### config.mk
export PLATFORM = sky130hd
export DESIGN_NAME = game_ctrl_flat
export DESIGN_NICKNAME = d
export VERILOG_FILES = /design/src/rtl/game_pkg.sv /design/src/rtl/game_ctrl_if.sv /design/src/rtl/game_ctrl_edge_rise.sv /design/src/rtl/game_ctrl.sv /design/src/flat_wrapper.sv
export SDC_FILE = /design/constraint.sdc
export NUM_CORES = 1
export LEC_CHECK = 0
export CORE_MARGIN = 3
export CORE_UTILIZATION = 45
export CTS_CLUSTER_SIZE = 40
export DETAILED_ROUTE_END_ITERATION = 10
export PLACE_DENSITY = 0.77
export RECOVER_POWER = 100
export REMOVE_ABC_BUFFERS = 1
export SLEW_MARGIN = 20
export SYNTH_ARGS = -nofsm -noshare
export SYNTH_HDL_FRONTEND = slang
export SYNTH_SLANG_ARGS = --single-unit
export TNS_END_PERCENT = 5
### constraint.sdc
create_clock -name clk -period 2.89 [get_ports clk]
set_input_delay 0.578 -clock clk [delete_from_list [all_inputs] [get_ports clk]]
set_output_delay 0.578 -clock clk [all_outputs]
set_load 0.03 [all_outputs]
### src/rtl/game_pkg.sv
// Shared encodings for the flappy-bird game blocks: play-state codes and helpers.
package game_pkg;

    localparam int STATE_W = 3;

    localparam logic [STATE_W-1:0] IDLE  = 3'd0;
    localparam logic [STATE_W-1:0] READY = 3'd1;
    localparam logic [STATE_W-1:0] PLAY  = 3'd2;
    localparam logic [STATE_W-1:0] DYING = 3'd3;
    localparam logic [STATE_W-1:0] OVER  = 3'd4;

    function automatic int max3(input int a, input int b, input int c);
        int m;
        m = (a > b) ? a : b;
        return (m > c) ? m : c;
    endfunction

endpackage

### src/rtl/game_ctrl_if.sv
// Control/status bundle between the game sequencer and the surrounding game logic.
interface game_ctrl_if #(
    parameter int SCORE_W = 10
);
    import game_pkg::*;

    logic                 frame_en;
    logic                 btn;
    logic                 collision;
    logic                 score_pulse;
    logic                 game_active;
    logic                 freeze;
    logic                 flap_pulse;
    logic [STATE_W-1:0]   state;
    logic [1:0]           countdown;
    logic [SCORE_W-1:0]   score;
    logic [SCORE_W-1:0]   best;
    logic                 new_best;

    modport master (
        output frame_en, btn, collision, score_pulse,
        input  game_active, freeze, flap_pulse, state, countdown, score, best, new_best
    );

    modport slave (
        input  frame_en, btn, collision, score_pulse,
        output game_active, freeze, flap_pulse, state, countdown, score, best, new_best
    );

endinterface

### src/rtl/game_ctrl_edge_rise.sv
// Registered rising-edge detector: remembers last sample, flags a 0->1 change.
module edge_rise (
    input  logic clk,
    input  logic rst_n,
    input  logic d,
    output logic rise
);

    logic d_q;

    always_ff @(posedge clk or negedge rst_n) begin
        if (!rst_n) d_q <= 1'b0;
        else        d_q <= d;
    end

    assign rise = d & ~d_q;

endmodule

### src/rtl/game_ctrl.sv
// Flappy-bird play sequencer: IDLE/READY/PLAY/DYING/OVER, score and session best,
// and the single-cycle flap strobe for the bird physics.
module game_ctrl
    import game_pkg::*;
#(
    parameter int SEC_FRAMES   = 60,
    parameter int READY_SECS   = 3,
    parameter int DEATH_FRAMES = 60,
    parameter int LOCK_FRAMES  = 30,
    parameter int SCORE_W      = 10
) (
    input  logic        clk,
    input  logic        rst_n,
    game_ctrl_if.slave  bus
);

    localparam int READY_LEN = READY_SECS * SEC_FRAMES;
    localparam int FC_MAX    = max3(READY_LEN, DEATH_FRAMES, LOCK_FRAMES);
    localparam int FC_W      = (FC_MAX > 1) ? $clog2(FC_MAX) : 1;

    localparam logic [FC_W-1:0] READY_LOAD = FC_W'(READY_LEN - 1);
    localparam logic [FC_W-1:0] DEATH_LOAD = FC_W'(DEATH_FRAMES - 1);
    localparam logic [FC_W-1:0] LOCK_LOAD  = FC_W'(LOCK_FRAMES - 1);
    localparam logic [FC_W-1:0] CNT_ONE    = FC_W'(1);

    // Score saturates at all-ones instead of wrapping back to zero.
    function automatic logic [SCORE_W-1:0] sat_inc(input logic [SCORE_W-1:0] v);
        return (&v) ? v : v + SCORE_W'(1);
    endfunction

    function automatic logic [1:0] secs_left(input logic [FC_W-1:0] c);
        return 2'(32'(c) / 32'(SEC_FRAMES) + 32'd1);
    endfunction

    logic btn_rise;
    logic sp_rise;

    edge_rise u_btn_edge (
        .clk   (clk),
        .rst_n (rst_n),
        .d     (bus.btn),
        .rise  (btn_rise)
    );

    edge_rise u_sp_edge (
        .clk   (clk),
        .rst_n (rst_n),
        .d     (bus.score_pulse),
        .rise  (sp_rise)
    );

    logic [STATE_W-1:0] state_q,    state_d;
    logic [FC_W-1:0]    cnt_q,      cnt_d;
    logic [SCORE_W-1:0] score_q,    score_d;
    logic [SCORE_W-1:0] best_q,     best_d;
    logic               new_best_q, new_best_d;
    logic               active_q;
    logic               freeze_q;
    logic               flap_q,     flap_d;
    logic [1:0]         cd_q,       cd_d;

    always_comb begin
        state_d    = state_q;
        cnt_d      = cnt_q;
        score_d    = score_q;
        best_d     = best_q;
        new_best_d = new_best_q;

        case (state_q)
            IDLE: begin
                if (btn_rise) begin
                    state_d    = READY;
                    cnt_d      = READY_LOAD;
                    score_d    = '0;
                    new_best_d = 1'b0;
                end
            end

            READY: begin
                if (bus.frame_en) begin
                    if (cnt_q == '0) state_d = PLAY;
                    else             cnt_d   = cnt_q - CNT_ONE;
                end
            end

            PLAY: begin
                // A point scored on the collision frame still counts.
                if (sp_rise) score_d = sat_inc(score_q);
                if (bus.frame_en && bus.collision) begin
                    state_d = DYING;
                    cnt_d   = DEATH_LOAD;
                end
            end

            DYING: begin
                if (bus.frame_en) begin
                    if (cnt_q == '0) begin
                        state_d = OVER;
                        cnt_d   = LOCK_LOAD;
                        if (score_q > best_q) begin
                            best_d     = score_q;
                            new_best_d = 1'b1;
                        end
                    end else begin
                        cnt_d = cnt_q - CNT_ONE;
                    end
                end
            end

            OVER: begin
                // Button is locked out until the counter has drained to zero.
                if (btn_rise && cnt_q == '0) begin
                    state_d    = READY;
                    cnt_d      = READY_LOAD;
                    score_d    = '0;
                    new_best_d = 1'b0;
                end else if (bus.frame_en && cnt_q != '0) begin
                    cnt_d = cnt_q - CNT_ONE;
                end
            end

            default: begin
                state_d = IDLE;
                cnt_d   = '0;
            end
        endcase

        flap_d = (state_q == PLAY) && btn_rise;
        cd_d   = (state_d == READY) ? secs_left(cnt_d) : 2'd0;
    end

    always_ff @(posedge clk or negedge rst_n) begin
        if (!rst_n) begin
            state_q    <= IDLE;
            cnt_q      <= '0;
            score_q    <= '0;
            best_q     <= '0;
            new_best_q <= 1'b0;
            active_q   <= 1'b0;
            freeze_q   <= 1'b0;
            flap_q     <= 1'b0;
            cd_q       <= 2'd0;
        end else begin
            state_q    <= state_d;
            cnt_q      <= cnt_d;
            score_q    <= score_d;
            best_q     <= best_d;
            new_best_q <= new_best_d;
            active_q   <= (state_d == PLAY);
            freeze_q   <= (state_d == DYING);
            flap_q     <= flap_d;
            cd_q       <= cd_d;
        end
    end

    assign bus.state       = state_q;
    assign bus.countdown   = cd_q;
    assign bus.score       = score_q;
    assign bus.best        = best_q;
    assign bus.new_best    = new_best_q;
    assign bus.game_active = active_q;
    assign bus.freeze      = freeze_q;
    assign bus.flap_pulse  = flap_q;

endmodule
### src/flat_wrapper.sv
// flat-port wrapper written by rule: the top's interface ports become plain ports
module game_ctrl_flat import game_pkg::*;
#(
    parameter int SEC_FRAMES   = 60,
    parameter int READY_SECS   = 3,
    parameter int DEATH_FRAMES = 60,
    parameter int LOCK_FRAMES  = 30,
    parameter int SCORE_W      = 10
)
  (clk, rst_n, bus_frame_en, bus_btn, bus_collision, bus_score_pulse, bus_game_active, bus_freeze, bus_flap_pulse, bus_state, bus_countdown, bus_score, bus_best, bus_new_best);
  game_ctrl_if #(.SCORE_W(SCORE_W)) bus_i ();
  input  logic clk;
  input  logic rst_n;
  input wire logic [$bits(bus_i.frame_en)-1:0] bus_frame_en;
  input wire logic [$bits(bus_i.btn)-1:0] bus_btn;
  input wire logic [$bits(bus_i.collision)-1:0] bus_collision;
  input wire logic [$bits(bus_i.score_pulse)-1:0] bus_score_pulse;
  output wire logic [$bits(bus_i.game_active)-1:0] bus_game_active;
  output wire logic [$bits(bus_i.freeze)-1:0] bus_freeze;
  output wire logic [$bits(bus_i.flap_pulse)-1:0] bus_flap_pulse;
  output wire logic [$bits(bus_i.state)-1:0] bus_state;
  output wire logic [$bits(bus_i.countdown)-1:0] bus_countdown;
  output wire logic [$bits(bus_i.score)-1:0] bus_score;
  output wire logic [$bits(bus_i.best)-1:0] bus_best;
  output wire logic [$bits(bus_i.new_best)-1:0] bus_new_best;
  assign bus_i.frame_en = bus_frame_en;
  assign bus_i.btn = bus_btn;
  assign bus_i.collision = bus_collision;
  assign bus_i.score_pulse = bus_score_pulse;
  assign bus_game_active = bus_i.game_active;
  assign bus_freeze = bus_i.freeze;
  assign bus_flap_pulse = bus_i.flap_pulse;
  assign bus_state = bus_i.state;
  assign bus_countdown = bus_i.countdown;
  assign bus_score = bus_i.score;
  assign bus_best = bus_i.best;
  assign bus_new_best = bus_i.new_best;
  game_ctrl #(.SEC_FRAMES(SEC_FRAMES), .READY_SECS(READY_SECS), .DEATH_FRAMES(DEATH_FRAMES), .LOCK_FRAMES(LOCK_FRAMES), .SCORE_W(SCORE_W)) u_core (.clk(clk), .rst_n(rst_n), .bus(bus_i));
endmodule
==> impl_results.md <==
* Hold Crit Start: u_core.bus.best[6]
* Critical path startpoint: u_core.cnt_q[0]
* Row cnt at 25
* Pre-antenna DRT Iters at 5
* Slew Limit Fails at 40
* IO buf count at 34
* Failing checks: max-capacitance violations, max-slew violations
* Syn Area/Cell at 9.64 sq um
* CTS tree: done
* Period minus WS final at 2.64 ns
* Relative slew slack at -0.419
* P&R area growth vs syn at 24.0%
* Clock slew at reported path FFs at 0.09 ns
* Largest net degree at the start of global routing at 40
* Post CTS Setup Buffer Count at 0
* Die ar. at 6220 sq um
* Pwr Density at 738 nW/um^2
* Ranking of synthesized cells by area: dfrtp_1 41%, ha_1 7.3%, mux2_1 4.7%
* GRT overflow at 0
* CP startpoint kind: register
* Top-count cell post-synth: dfrtp_1
* Dominant synthesized flop cell: dfrtp_1
* Residual DRC at 0
* Clock buffer depth at 2
* RSZ-0062 raised after global routing: false
* Drt wl/cell at 16.4 um
* Mapped Area at 2390 sq um
* CTS buffer count at 5
* CTS Root Cell: clkbuf_8
* Global Route Usage Sum at 0.209
* Number of synthesized flops with an enable pin at 0
* Status: complete, but fails checks
* Worst-Margin Slew at 2.13 ns
* Leakage at 1.41 nW
* Clock Latency Late Sink at 0.30 ns
* Synth warnings at 0
* Via density at 5.84
* Post-cts gate resize count at 0
* Initial DRC count at 164
* Worst Skew at 0.0148 ns
* First-pass GRT wire length at 10400 um
* Slowest cell on crit path: or3b_2
* Yosys cell types at 57
* Post-synth top area share at 0.408
* Cell count after synthesis at 248
* Vias at 2119
* Storage cell area at 976 sq um
* Initial antenna violation count at 0
* Max-cap violations at 1
* Final instance area at 2960 sq um
* Worst Path Arrival at 2.84 ns
* Routed Antenna Nets at 0
* FMAX at 379 MHz
* FF+latch count, synth at 39
* Crit path largest cell delay at 0.53 ns
* Async set-reset flop share out of synthesis at 1.00
* Num ports at 35
* Min-Delay Path Depth at 1
* Core area at 4910 sq um
* Vias in the first global route at 2086
* DIE HEIGHT at 78.9 um
* Fin Setup TNS at 0 ns
* Antenna cells at 0
* RR Startpoint: u_core.cnt_q[0]
* Register area share after synthesis at 0.408
* TritonCTS Sinks at 39
* Final #Nets at 315
* Filler Cells Inserted at 471
* Setup CP Type: register to register
* WHS at 0.519 ns
* Cell taking the most area after synthesis: dfrtp_1
* Hpwl dp at 4430 um
* Cts hold-fix bufs at 0
* Crit Path Max Fanout at 5
* H-tree levels at 2
* CP Capture Type: register
* CP Cell Sequence: inv_1 > ha_1 > or3b_2 > nor2_1 > buf_4 > nor3_1 > o21ai_0 > o211ai_1 > a221oi_1
* CP required at 3.09 ns
* HP Class: register to register
* Die Width at 78.9 um
* Final Setup Violations at 0
* Reg2reg path depth at 9
* Initial core utilization at 0.487
* Final WL at 5970 um
* Synth top cells by count: 39 x dfrtp_1, 21 x nor2_1, 16 x inv_1, 14 x ha_1, 12 x nand2_1
* Final Core Density at 0.604
* Area taken by multi-input logic gates at 1310 sq um
* VDD IR max at 557 uV
* Ratio of cells with drive above 1 in the final layout at 0.115
* Final period util at 0.912
* GP Congestion at 0.965
* Final hold vios at 0
* Dpl cell area at 2890 sq um
==> flip-flops by register name, summed over array words and instances, names as in the netlist <==
register,flops
u_core.bus.state,3
u_core.bus.game_active,1
u_core.bus.countdown,2
u_core.cnt_q,8
u_core.bus.new_best,1
u_core.bus.freeze,1
u_core.bus.best,10
u_core.u_sp_edge.d_q,1
u_core.bus.score,10
u_core.bus.flap_pulse,1
u_core.u_btn_edge.d_q,1
==> path summary, 6_finish.rpt <==
path                                           end  slack, ns
min                             u_core.bus.best[6]       0.52
min in group asynchronous          u_core.cnt_q[1]       0.88
max reg2reg                u_core.bus.countdown[0]       0.25
min reg2reg                     u_core.bus.best[6]       0.52
max                        u_core.bus.countdown[0]       0.25
max in group asynchronous       u_core.bus.best[6]       0.78
==> cell families (layout without fill, tap and decap cells) <==
family / after synthesis / in the layout / share of synthesized area
DFF: 39 / 39 / 0.408
AOI/OAI and AO/OA: 60 / 60 / 0.182
xor gates and xnor gates: 10 / 10 / 0.0366
adders and majority gates: 14 / 14 / 0.0733
and+or+nand+nor: 84 / 84 / 0.195
buffers and inverters: 28 / 76 / 0.0450
muxes: 13 / 13 / 0.0597
==> power breakdown <==
group          leakage (nW)  total (mW)  internal, mW  switching (mW)
combinational         0.850        1.07         0.454           0.620
sequential            0.516       0.742         0.639           0.103
clock                0.0412       0.371         0.169           0.202
total                  1.41        2.19          1.26           0.924
==> stage by stage <==
stage / total power [mW] / std cells / setup slack [ns]
finish: 2.19 / 363 / 0.255
global route: 2.35 / 363 / 0.0589
CTS: 2.22 / 363 / 0.232
detailed placement: 1.85 / 355 / 0.102
global placement: 1.83 / 355 / 0.163
floorplan: 1.45 / 237 / 0.332
==> routing by layer <==
| layer | routed length (um) | track usage | vias to the layer above |
|---|---|---|---|
| met5 | 0 | 0 | - |
| met2 | 2740 | 0.327 | 80 |
| met4 | 77 | 0.0722 | 0 |
| met1 | 2850 | 0.298 | 1023 |
| li1 | - | - | 1010 |
| met3 | 295 | 0.0306 | 6 |
==> cell type report <==
type	instances	area share
flip-flops and latches	39	0.329
clock buffers	6	0.0245
inverters	17	0.0215
repair buffers	51	0.152
clock inverters	2	0.00422
well taps	67	0.0283
multi-input cells	181	0.440
==> worst max-delay path, delay by kind of cell (launching register included) <==
kind | cells | cell delay (ns)
adders and majority gates | 1 | 0.18
AOI/OAI and AO/OA | 3 | 1.01
DFF | 1 | 0.39
and+or+nand+nor | 3 | 0.73
buffers and inverters | 2 | 0.23
==> cell usage in the layout, fill, tap and decap left out, types with 3 or more instances in the layout <==
master         count
mux2i_1            3
nor2_1            22
and3_1             3
nand2b_1           3
nor2b_1            3
o21ai_0           11
clkbuf_8           5
nand3_1            5
buf_4             14
clkbuf_1           5
a21oi_1           10
inv_1             17
nor3b_1            3
or3b_2             3
ha_1              14
a21o_1             5
dlygate4sd3_1     31
dfrtp_1           39
o221ai_1           4
mux2_1            10
o211ai_1           7
nor3_1             8
xor2_1             9
nand2_1           12
nand4_1            5
No activity file was read; power rests on OpenSTA's default activity.
